--- src/rtl/isogeny_arith_pkg.sv ---
// ----------------------------------------------------------------------------
// isogeny_arith_pkg
//   Shared constants and types for the isogeny arithmetic datapath.
//   W_ACC     : width of the carry-save accumulator words (86 bits)
//   CSR_CHUNK : bits resolved per cycle by the carry-save resolver
//   CSR_NSEG  : number of resolver segments, ceil(W_ACC / CSR_CHUNK)
//   cs_state_t: resolver control states
// ----------------------------------------------------------------------------
package isogeny_arith_pkg;

    localparam int unsigned W_ACC     = 86;
    localparam int unsigned CSR_CHUNK = 22;
    localparam int unsigned CSR_NSEG  = (W_ACC + CSR_CHUNK - 1) / CSR_CHUNK;

    typedef enum logic [1:0] {
        IDLE,
        RUN,
        DONE
    } cs_state_t;

endpackage

--- src/rtl/cpa_slice.sv ---
// ----------------------------------------------------------------------------
// cpa_slice
//   Combinational CHUNK-bit carry-propagate adder slice: {co_o, s_o} = a_i + b_i + ci_i.
//   Ports:
//     a_i  [CHUNK-1:0]  first addend
//     b_i  [CHUNK-1:0]  second addend
//     ci_i              carry in
//     s_o  [CHUNK-1:0]  sum bits
//     co_o              carry out (bit CHUNK of the full sum)
// ----------------------------------------------------------------------------
module cpa_slice #(
    parameter int unsigned CHUNK = 22
) (
    input  logic [CHUNK-1:0] a_i,
    input  logic [CHUNK-1:0] b_i,
    input  logic             ci_i,
    output logic [CHUNK-1:0] s_o,
    output logic             co_o
);

    always_comb begin
        {co_o, s_o} = {1'b0, a_i} + {1'b0, b_i} + {{CHUNK{1'b0}}, ci_i};
    end

endmodule

--- src/rtl/cs_resolve_86.sv ---
// ----------------------------------------------------------------------------
// cs_resolve_86
//   Resolves one redundant (carry, sum) pair from the carry-save array into a
//   plain binary word. A single CHUNK-bit adder slice is reused over NSEG
//   cycles with the ripple carry held in a flop, keeping the full-width carry
//   chain off the multiplier's critical path.
//   Ports:
//     clk        rising-edge clock
//     rst        asynchronous active-high reset
//     in_valid   c_in/s_in valid
//     in_ready   a pair can be accepted this cycle
//     c_in [W]   carry vector
//     s_in [W]   sum vector
//     out_valid  sum/cout hold a completed result
//     out_ready  consumer takes the result this cycle
//     sum  [W]   (c_in + s_in) mod 2^W
//     cout       bit W of c_in + s_in
//     busy       high while resolving (RUN state)
// ----------------------------------------------------------------------------
module cs_resolve_86
    import isogeny_arith_pkg::*;
#(
    parameter int unsigned W     = W_ACC,
    parameter int unsigned CHUNK = CSR_CHUNK
) (
    input  logic         clk,
    input  logic         rst,
    input  logic         in_valid,
    output logic         in_ready,
    input  logic [W-1:0] c_in,
    input  logic [W-1:0] s_in,
    output logic         out_valid,
    input  logic         out_ready,
    output logic [W-1:0] sum,
    output logic         cout,
    output logic         busy
);

    localparam int unsigned NSEG   = (W + CHUNK - 1) / CHUNK;
    localparam int unsigned SEG_W  = (NSEG > 1) ? $clog2(NSEG) : 1;
    // Width of the final (possibly short) segment.
    localparam int unsigned LAST_W = W - (NSEG - 1) * CHUNK;
    localparam logic [SEG_W-1:0] LAST_SEG = SEG_W'(NSEG - 1);

    cs_state_t      state_q, state_d;
    logic [SEG_W-1:0] seg_q, seg_d;
    logic           carry_q, carry_d;
    logic [W-1:0]   opa_q, opa_d;
    logic [W-1:0]   opb_q, opb_d;
    logic [W-1:0]   sum_q, sum_d;
    logic           cout_q, cout_d;

    logic [31:0]    shamt;
    logic [CHUNK-1:0] slice_a, slice_b, slice_s;
    logic           slice_co;
    logic           seg_co;
    logic [W-1:0]   seg_mask;
    logic [W-1:0]   seg_val;

    // Operand bits for the current segment. Shifting the W-bit operand right
    // zero-fills the top, so the short last segment is zero-extended for free.
    always_comb begin
        shamt   = CHUNK * 32'(seg_q);
        slice_a = CHUNK'(opa_q >> shamt);
        slice_b = CHUNK'(opb_q >> shamt);
    end

    cpa_slice #(
        .CHUNK (CHUNK)
    ) u_slice (
        .a_i  (slice_a),
        .b_i  (slice_b),
        .ci_i (carry_q),
        .s_o  (slice_s),
        .co_o (slice_co)
    );

    // The last segment is only LAST_W bits wide: its carry-out appears at bit
    // LAST_W of the slice result rather than at the slice's own carry-out.
    always_comb begin
        logic [CHUNK:0] slice_full;
        slice_full = {slice_co, slice_s};
        seg_co     = (seg_q == LAST_SEG) ? slice_full[LAST_W] : slice_co;
    end

    // Place the slice result at its segment position; bits shifted past W
    // (the unused top of the last segment) fall off.
    always_comb begin
        seg_mask = {{(W - CHUNK){1'b0}}, {CHUNK{1'b1}}} << shamt;
        seg_val  = {{(W - CHUNK){1'b0}}, slice_s} << shamt;
    end

    always_comb begin
        in_ready = 1'b0;
        unique case (state_q)
            IDLE:    in_ready = 1'b1;
            DONE:    in_ready = out_ready;
            default: in_ready = 1'b0;
        endcase
    end

    always_comb begin
        state_d = state_q;
        seg_d   = seg_q;
        carry_d = carry_q;
        opa_d   = opa_q;
        opb_d   = opb_q;
        sum_d   = sum_q;
        cout_d  = cout_q;

        unique case (state_q)
            IDLE: begin
                if (in_valid) begin
                    opa_d   = c_in;
                    opb_d   = s_in;
                    seg_d   = '0;
                    carry_d = 1'b0;
                    state_d = RUN;
                end
            end
            RUN: begin
                sum_d   = (sum_q & ~seg_mask) | (seg_val & seg_mask);
                carry_d = seg_co;
                if (seg_q == LAST_SEG) begin
                    cout_d  = seg_co;
                    seg_d   = '0;
                    state_d = DONE;
                end else begin
                    seg_d = seg_q + SEG_W'(1);
                end
            end
            DONE: begin
                if (out_ready) begin
                    if (in_valid) begin
                        // Back-to-back: take the next pair as this result leaves.
                        opa_d   = c_in;
                        opb_d   = s_in;
                        seg_d   = '0;
                        carry_d = 1'b0;
                        state_d = RUN;
                    end else begin
                        state_d = IDLE;
                    end
                end
            end
            default: begin
                state_d = IDLE;
            end
        endcase
    end

    always_ff @(posedge clk or posedge rst) begin
        if (rst) begin
            state_q <= IDLE;
            seg_q   <= '0;
            carry_q <= 1'b0;
            opa_q   <= '0;
            opb_q   <= '0;
            sum_q   <= '0;
            cout_q  <= 1'b0;
        end else begin
            state_q <= state_d;
            seg_q   <= seg_d;
            carry_q <= carry_d;
            opa_q   <= opa_d;
            opb_q   <= opb_d;
            sum_q   <= sum_d;
            cout_q  <= cout_d;
        end
    end

    assign sum       = sum_q;
    assign cout      = cout_q;
    assign out_valid = (state_q == DONE);
    assign busy      = (state_q == RUN);

endmodule

--- config.mk ---
export PLATFORM = sky130hd
export DESIGN_NAME = cs_resolve_86
export DESIGN_NICKNAME = d
export VERILOG_FILES = /design/src/rtl/isogeny_arith_pkg.sv /design/src/rtl/cpa_slice.sv /design/src/rtl/cs_resolve_86.sv
export SDC_FILE = /design/constraint.sdc
export NUM_CORES = 1
export LEC_CHECK = 0
export ABC_AREA = 1
export CORE_MARGIN = 1.5
export CORE_UTILIZATION = 56
export DETAILED_ROUTE_END_ITERATION = 10
export PLACE_DENSITY = 0.95
export SLEW_MARGIN = 0
export SYNTH_ARGS = -nofsm -noshare
export SYNTH_HDL_FRONTEND = slang
export SYNTH_SLANG_ARGS = --single-unit
--- constraint.sdc ---
create_clock -name clk -period 18.6 [get_ports clk]
set_clock_uncertainty 0.15 [all_clocks]
set_input_delay 2.79 -clock clk [delete_from_list [all_inputs] [get_ports clk]]
set_output_delay 2.79 -clock clk [all_outputs]
set_load 0.1 [all_outputs]
==> flow_metrics.py <==
metrics = {
    "yosys": {
        "synthesis.nets": 2099,
        "synth-edff-count": 0,
        "synth_ff_type": "dfrtp_1",
        "ys_seq_area_share_pct": 47.33,
        "ys_ff_latch": 264,
        "netlist_instances": 1895,
        "syn_area_sq_um": 13960,
        "synth.yosys.warnings": 0,
        "syn_avg_cell_area_sq_um": 7.366,
        "asyncSetResetFlopFracSynth_pct": 100.0,
        "yosysUniqueCellTypes": 47,
    },
    "flow_run": {
        "cap_violations": 0,
    },
    "setup_path": {
        "end_kind": "output pin",
        "path_cells": "clkdlybuf4s50_1 -> nor2_1 -> nor2_1 -> clkdlybuf4s50_1",
        "startpoint_type": "input pin",
        "worstPathArrival_ps": 4730,
        "required_ps": 15660,
        "crit_family": "buffers and inverters",
        "max_stage_delay_ps": 1190,
        "cp_num_buf_inv": 2,
        "cp_max_fo": 2,
        "crit_slowest_cell": "clkdlybuf4s50_1",
        "crit_type": "in -> out",
    },
    "timing": {
        "fmax_mhz": 130.4,
        "period_needed_ps": 7668,
        "slew_viol_final": 0,
        "hold_ws_ps": 326.3,
        "rsz0062_at_grt": "false",
        "setup_tns_ps": 0,
        "finalSetupViolations": 0,
        "relSlewSlack_pct": 25.48,
        "finalHoldViolations": 0,
        "finalCritPeriodShare_pct": 41.23,
        "tightest_slew_ps": 1118,
    },
    "floorplan": {
        "die_y_um": 160.9,
        "rows": 57,
        "die_area_sq_um": 25880,
        "die-width_um": 160.9,
        "start_util_pct": 57.23,
        "pin_count": 266,
        "coreArea_sq_um": 24390,
    },
    "finish": {
        "final_common_cell": "nand2_1",
        "final_cell_mix": "nand2_1, clkdlybuf4s50_1, dfrtp_1",
        "seq_area_sq_um": 6610,
        "area_growth_pct": 25.43,
        "multi_input_area_sq_um": 6605,
        "fillers": 1805,
        "antenna_cells": 0,
        "layout.nets": 2298,
        "drive_above_1_share_pct": 4.550,
    },
    "drt": {
        "detail-route-antenna-nets": 0,
        "drcViolationCount": 0,
        "viasPerCell": 5.768,
        "drt-total-wl_um": 43820,
        "first_iter_violations": 1489,
        "via_count": 14040,
        "firstDrtPassIters": 6,
        "wl_per_cell_um": 18.00,
    },
    "grt": {
        "grt_pass1_vias": 13500,
        "gr-total-overflow": 0,
        "grt_antenna_before_repair": 0,
        "grt_pass1_wl_um": 70040,
        "grt_max_degree": 143,
        "grtUsageTotal_pct": 33.86,
    },
    "cts": {
        "cts_tree": "yes",
        "numCtsBuffers": 27,
        "h-tree-depth": 1,
        "cts_setup_buffers": 0,
        "cts_buffer_depth": 3,
        "cts.repair.resized": 0,
        "cts-root-buf": "clkbuf_16",
        "cts.sinks": 264,
        "ctsHoldBuffers": 0,
        "path_clk_slew_ps": 60,
        "clock_latency_ps": 560,
    },
    "worst_hold_path": {
        "min_path_type": "reg -> reg",
    },
    "placement": {
        "io_buffers": 265,
        "dpl.hpwl_um": 30830,
        "gp_congestion": 0.9365,
    },
    "outcome": {
        "status": "complete, no violations",
    },
}
-- logic make-up (layout without fill, tap and decap cells) --
family	count (synthesis)	in the layout	synth area share (%)
adder cells (fa/ha/maj)	28	28	2.617
AO/OA/AOI/OAI	228	228	9.394
flip-flops	264	264	47.33
XOR/XNOR	6	6	0.3765
buffers and inverters	182	397	5.441
AND/OR/NAND/NOR	1187	1187	34.84
-- final cells by class --
| cell class | count | area share (%) |
|---|---|---|
| inverter | 75 | 1.672 |
| sequential | 264 | 37.75 |
| clock buffer | 39 | 4.517 |
| multi-input combinational | 1449 | 37.73 |
| timing repair buffer | 277 | 15.67 |
| tap | 324 | 2.315 |
| clock inverter | 6 | 0.3502 |
-- worst min-delay path: stages (launching register included) --
cell	delay [ps]
dfrtp_1	340
nand2_1	50
nand2_1	50
-- layer usage --
layer / wire [um] / global-route usage [%] / up-vias
li1: - / - / 6498
met3: 3560 / 4.339 / 128
met4: 1924 / 12.96 / 0
met5: 0 / 0 / -
met2: 21020 / 56.84 / 799
met1: 17310 / 44.94 / 6614
-- Yosys cell counts (6+ instances only) --
| cell type | instances | area share (%) |
|---|---|---|
| ha_1 | 26 | 2.3 |
| nand2_2 | 8 | 0.36 |
| nor3_1 | 7 | 0.25 |
| or2_2 | 6 | 0.27 |
| buf_6 | 6 | 0.48 |
| a22o_1 | 10 | 0.63 |
| o21ai_0 | 114 | 4.1 |
| nand3_2 | 8 | 0.57 |
| dfrtp_1 | 264 | 47 |
| nand2_1 | 838 | 23 |
| nand4_1 | 21 | 0.94 |
| nor2_1 | 134 | 3.6 |
| a21oi_1 | 24 | 0.86 |
| buf_2 | 16 | 0.57 |
| o21ai_1 | 10 | 0.36 |
| nand3_1 | 144 | 5.2 |
| clkbuf_1 | 77 | 2.1 |
| o22ai_1 | 40 | 1.8 |
| inv_1 | 71 | 1.9 |
-- through the flow --
step           cells  util [%]  worst slack, ps  cell area, sq um
2_1_floorplan   1895         -             8391             13960
4_1_cts         2434     71.78            10950             17510
3_3_place_gp    2389     68.29            10970             16660
5_1_grt         2434     71.78            10900             17510
3_5_place_dp    2389     68.29            10990             16660
6_report        2434     71.78            10930             17510
-- worst paths after layout --
path | start | end | slack [ps] | depth (start not counted)
worst max-delay path | out_ready | in_ready | 10930 | 4
worst min-delay path | opb_q[52] | opb_q[52] | 330 | 2
worst max register to register | seg_q[0] | flop | 13450 | 18
worst min register to register | opb_q[52] | opb_q[52] | 330 | 2
max in group asynchronous | rst | asynchronous set/reset pin | 14150 | 3
min in group asynchronous | rst | asynchronous set/reset pin | 2710 | 2
Power is left out: the tool's default activity adds up to more than one toggle a clock period on the data nets, which glitch-free logic cannot reach.
